[config.mk]
export PLATFORM = sky130hd
export DESIGN_NAME = proc_bus_ctrl
export DESIGN_NICKNAME = d
export VERILOG_FILES = /design/src/rtl/proc_pkg.sv /design/src/rtl/proc_bus_ctrl_dec3to8.sv /design/src/rtl/proc_bus_ctrl.sv
export SDC_FILE = /design/constraint.sdc
export NUM_CORES = 1
export LEC_CHECK = 0
export ABC_AREA = 1
export BUFFER_PORTS_ARGS = -buffer_cell sky130_fd_sc_hd__buf_2
export CAP_MARGIN = 20
export CORE_AREA = 3 3 45 47
export CTS_CLUSTER_SIZE = 30
export DETAILED_ROUTE_END_ITERATION = 8
export DIE_AREA = 0 0 48 50
export PLACE_DENSITY_LB_ADDON = 0.2
export SLEW_MARGIN = 40
export SYNTH_ARGS = -nofsm -noshare
export SYNTH_HDL_FRONTEND = slang
export SYNTH_SLANG_ARGS = --single-unit
[constraint.sdc]
create_clock -name clk -period 1 [get_ports clk]
set_input_delay 0.15 -clock clk [delete_from_list [all_inputs] [get_ports clk]]
set_output_delay 0.15 -clock clk [all_outputs]
set_load 0.02 [all_outputs]
[src/rtl/proc_pkg.sv]
// proc_pkg: opcodes, FSM states and bus select codes shared by the control FSM, datapath and bus mux
package proc_pkg;
  localparam logic [2:0] OP_MV  = 3'b000;
  localparam logic [2:0] OP_MVI = 3'b001;
  localparam logic [2:0] OP_ADD = 3'b010;
  localparam logic [2:0] OP_SUB = 3'b011;
  localparam logic [3:0] SEL_DIN = 4'd8;
  localparam logic [3:0] SEL_G   = 4'd9;
  typedef enum logic [1:0] {T0 = 2'b00, T1 = 2'b01, T2 = 2'b10, T3 = 2'b11} state_t;
  function automatic logic is_alu(input logic [2:0] op);
    return op == OP_ADD || op == OP_SUB;
  endfunction
endpackage

[src/rtl/proc_bus_ctrl_dec3to8.sv]
// dec3to8: 3-bit to one-hot-8 decoder with enable
module dec3to8 (
  input  logic       en,
  input  logic [2:0] a,
  output logic [7:0] y
);
  assign y = en ? 8'd1 << a : 8'd0;
endmodule

[src/rtl/proc_bus_ctrl.sv]
// proc_bus_ctrl: multicycle control FSM driving register/A/G enables and the bus mux select
// Defining PROC_BUS_CTRL_COUNT_EN adds the instr_count completed-instruction counter.
module proc_bus_ctrl import proc_pkg::*; #(
  parameter int SEL_W = 4,
  parameter int CNT_W = 16
) (
  input  logic             clk,
  input  logic             resetn,
  input  logic             run,
  input  logic [8:0]       din,
  output logic             ir_load,
  output logic [SEL_W-1:0] bus_sel,
  output logic [7:0]       r_in,
  output logic             a_in,
  output logic             g_in,
  output logic             addsub,
  output logic             done
`ifdef PROC_BUS_CTRL_COUNT_EN
  ,
  output logic [CNT_W-1:0] instr_count
`endif
);
  state_t     state;
  logic [8:0] ir;
  logic [2:0] op, rx, ry;
  logic       alu, r_en;
  logic [3:0] sel;
  assign op  = ir[8:6];
  assign rx  = ir[5:3];
  assign ry  = ir[2:0];
  assign alu = is_alu(op);
  always_ff @(posedge clk)
    if (!resetn) begin
      state <= T0;
      ir    <= '0;
    end else
      case (state)
        T0: if (run) begin
          ir    <= din;
          state <= T1;
        end
        T1: state <= alu ? T2 : T0;
        T2: state <= T3;
        default: state <= T0;
      endcase
  always_comb begin
    ir_load = state == T0 && run;
    a_in    = state == T1 && alu;
    g_in    = state == T2;
    addsub  = g_in && op == OP_SUB;
    done    = (state == T1 && !alu) || state == T3;
    r_en    = (state == T1 && (op == OP_MV || op == OP_MVI)) || state == T3;
    sel     = state == T3                 ? SEL_G :
              state == T2                 ? {1'b0, ry} :
              state == T1 && op == OP_MVI ? SEL_DIN :
              state == T1 && op == OP_MV  ? {1'b0, ry} :
              a_in                        ? {1'b0, rx} : 4'd0;
  end
  assign bus_sel = SEL_W'(sel);
  dec3to8 u_dec (.en(r_en), .a(rx), .y(r_in));
`ifdef PROC_BUS_CTRL_COUNT_EN
  always_ff @(posedge clk)
    if (!resetn) instr_count <= '0;
    else if (done) instr_count <= instr_count + CNT_W'(1);
`else
  logic [CNT_W-1:0] unused_cnt;
  assign unused_cnt = '0;
`endif
endmodule

==> summary by stage <==
Timing
The count of final max-slew check failures came to 0. Measured against its own limit, the worst slew margin works out to 0.794. The worst path setup slack after routing is -485 ps. Of the available clock period, the critical path in the final layout requires 1.48. The number of hold violations in the final report is 0. Setup repair after global routing could not meet its margin everywhere.

For the final routed database, the setup TNS stands at -8290 ps. For the pin with the worst max-slew slack, the measured transition is 308 ps. Between clock sinks in the finished design, the worst skew comes to 5.61 ps. Timing would allow up to 673 MHz.

The minimum clock period is 1480 ps. The count of endpoints failing setup in the final report is 27.

Global route
The first global-routing pass estimated 3110 µm of wire. The number of global-route vias before repair is 710. For this run, global-route usage on met1 was measured as 0.212. Across every metal layer, demand over resource in global routing totals 0.183.

The maximum number of pins on one net before global-route repair is 11. The most used routing layer in global routing is met2. The global routing usage on met2 is 0.315. The global route total overflow is 0. The global-route met3 utilization is 0.0365. The initial antenna violation count is 0.

Power and ir drop
The share of power burned in registers is 0.408. The maximum VDD drop is 0.975 mV. The switching power of the nets is about 0.00044 W. The fraction of power spent switching nets is 0.342. The total power divided by cell area is 972 nW/µm².

The share of total power dissipated in the clock network is 0.230. The share of total power dissipated in combinational logic is 0.362. The internal power consumption is roughly 0.00085 W. The static leakage is between 0.5 and 0.6 nW.

Final layout
In the layout the commonest cells are buf_6, nor2_1, nor2_4. The leading cell type in the layout, fill and taps excluded is buf_6. Leaving out filler cells and counting taps, the final layout contains 167. Of the cells placed in the final design, the portion with a size suffix greater than 1 is 0.653. The number of antenna repair diodes is 0. At the end of the flow the core is filled with cells to 0.786.

The layout overhead on the synthesized area is 104%. The net count of the finished layout is 163. The finished cells cover ~1300 µm².

Status
The checks that failed: negative setup slack. The run finished, with violations left.

Placed design
At the placement stage, the worst setup path has a slack of -235 ps. The port buffer count is 28. The cell area after placement is 983 µm². The total placed cells including tap cells is 155.

The HPWL after detailed placement is between 1000 and 1500 µm. The congestion estimate from routability-driven global placement came to between 0.7 and 0.8.

CTS
The TritonCTS sink count is 11. The CTS tree is yes. The cts-stage hold buffer count is 0. The number of H-tree levels is 1. After clock tree synthesis, the clock-pin slew on the worst setup and hold paths is 70 ps.

Clock latency on the worst-skew pair, taken at its later pin, is 270 ps. The buffer depth of the longest clock path is 2. The cell chosen for the clock root is clkbuf_4. Counting the buffers created by CTS gives 3.

Routing
The first routing iteration left 2 violations. The routed layout has 823 vias. The first-pass detailed-route iteration total is 4. The remaining antenna violation count after routing is 0. After detailed routing, the average wire length per cell comes to 12.3 µm.

The overall routed net length is 2050 µm. Dividing the detail-routed via count by the number of cells gives 4.93. The number of DRC violations after detailed routing is 0.

Logic synthesis
In this run the cell area of the synthesized design comes to approximately 650 µm². Of the post-synthesis cell area, the dominant cell type holds 0.338. The top cell type by total area after synthesis is dfxtp_1. The post-synthesis net count is 110. In this run, distinct cell masters in the synthesized netlist total 18. For this run, the number of Yosys warnings is 0.

The number of synthesized register bits is 11. The share of the Yosys chip area taken by registers is 0.338. The number of standard cells after synthesis is 98. Yosys attributes the largest share of cell area to dfxtp_1, nor2_1, nor2_2.

The mean post-synth cell area is around 6.7 µm².

Run
The number of max-cap violations is 0.

Worst setup path
The data required time at the worst endpoint is 850 ps. The endpoint kind of the worst setup timing path is an output port. STA puts the critical path data arrival time at around 1300 ps. The worst setup path is launched from a flip-flop. The maximum fanout along the worst path is 8.

The kind of critical path is flip-flop to output port.

Floorplanning
The vertical die dimension is 50 µm. The core region area is 1690 µm². The I/O pin total is 29.

The floorplan step defined a die boundary enclosing 2400 µm². The initial core utilization is 0.386. The x dimension of the die is 48 µm.

The floorplan row count is 15.

Worst hold path
The path class of the lowest-slack min-delay path is primary input to flip-flop.
## power groups by stage
stage | Clock, W | Combinational [W] | Sequential, W
after floorplan | 0 | 0.000212 | 0.000512
after global placement | 0 | 0.000324 | 0.000527
after detailed placement | 0 | 0.000329 | 0.000529
after CTS | 0.000307 | 0.000399 | 0.000523
after global routing | 0.000328 | 0.000504 | 0.000532
final | 0.000297 | 0.000467 | 0.000526
## synthesized netlist by cell type
| master | count |
|---|---|
| nor2_1 | 24 |
| nand2_1 | 12 |
| dfxtp_1 | 11 |
| nand3_1 | 10 |
| nor2_2 | 10 |
| o21ai_1 | 8 |
| inv_1 | 5 |
| inv_2 | 5 |
| clkbuf_1 | 2 |
| nand4_1 | 2 |
| o21ai_0 | 2 |
| a21oi_1 | 1 |
| a31oi_4 | 1 |
| inv_4 | 1 |
| nand3_4 | 1 |
| nor2_4 | 1 |
| nor3_1 | 1 |
| nor3_2 | 1 |
## state kept, by name (all words and copies together) (netlist names)
| name | count |
|---|---|
| ir | 9 |
| state | 2 |
## logic make-up after synthesis
family	after synthesis	synth area share
DFF	11	0.338
AOI/OAI and AO/OA	12	0.117
buffers and inverters	13	0.0787
and+or+nand+nor	62	0.466
## worst paths after layout
check | startpoint | to | slack, ps | depth (start not counted)
worst min register to register | state[0] | state[0] | 470 | 1
worst min-delay path | din[2] | ir[2] | 110 | 3
worst max register to register | state[0] | ir[7] | -190 | 7
worst max-delay path | state[0] | r_in[7] | -480 | 6
## metal layers
metal	wire length (µm)	vias up
met1	779	374
li1	-	422
met4	20	0
met3	75	4
met5	0	-
met2	1170	23
## critical path: stages (launching register included)
cell and delay, ps:
dfxtp_4 380, inv_4 40, nor2_4 150, a31oi_4 120, buf_12 170, nor2_4 90
buf_6 120
## stage by stage
stage          power [W]  hold WS [ps]
6_report         0.00129           114
5_1_grt          0.00136           110
4_1_cts          0.00123           105
3_5_place_dp    0.000858           387
3_3_place_gp    0.000851           380
2_1_floorplan   0.000724           281
## repair_timing
item	4_1_cts	5_1_grt
setup buffers	7	3
resized for setup	45	34
pin swaps	7	6
endpoints found under the setup margin	26	27
## cell type report
| class | count | area (µm²) |
|---|---|---|
| tap | 17 | 21.3 |
| clock buffer | 4 | 26.3 |
| inverter | 11 | 58.8 |
| multi-input combinational | 74 | 524 |
| timing repair buffer | 50 | 462 |
| fill | 120 | 362 |
| sequential | 11 | 235 |
(Power assumes the default switching activity.)
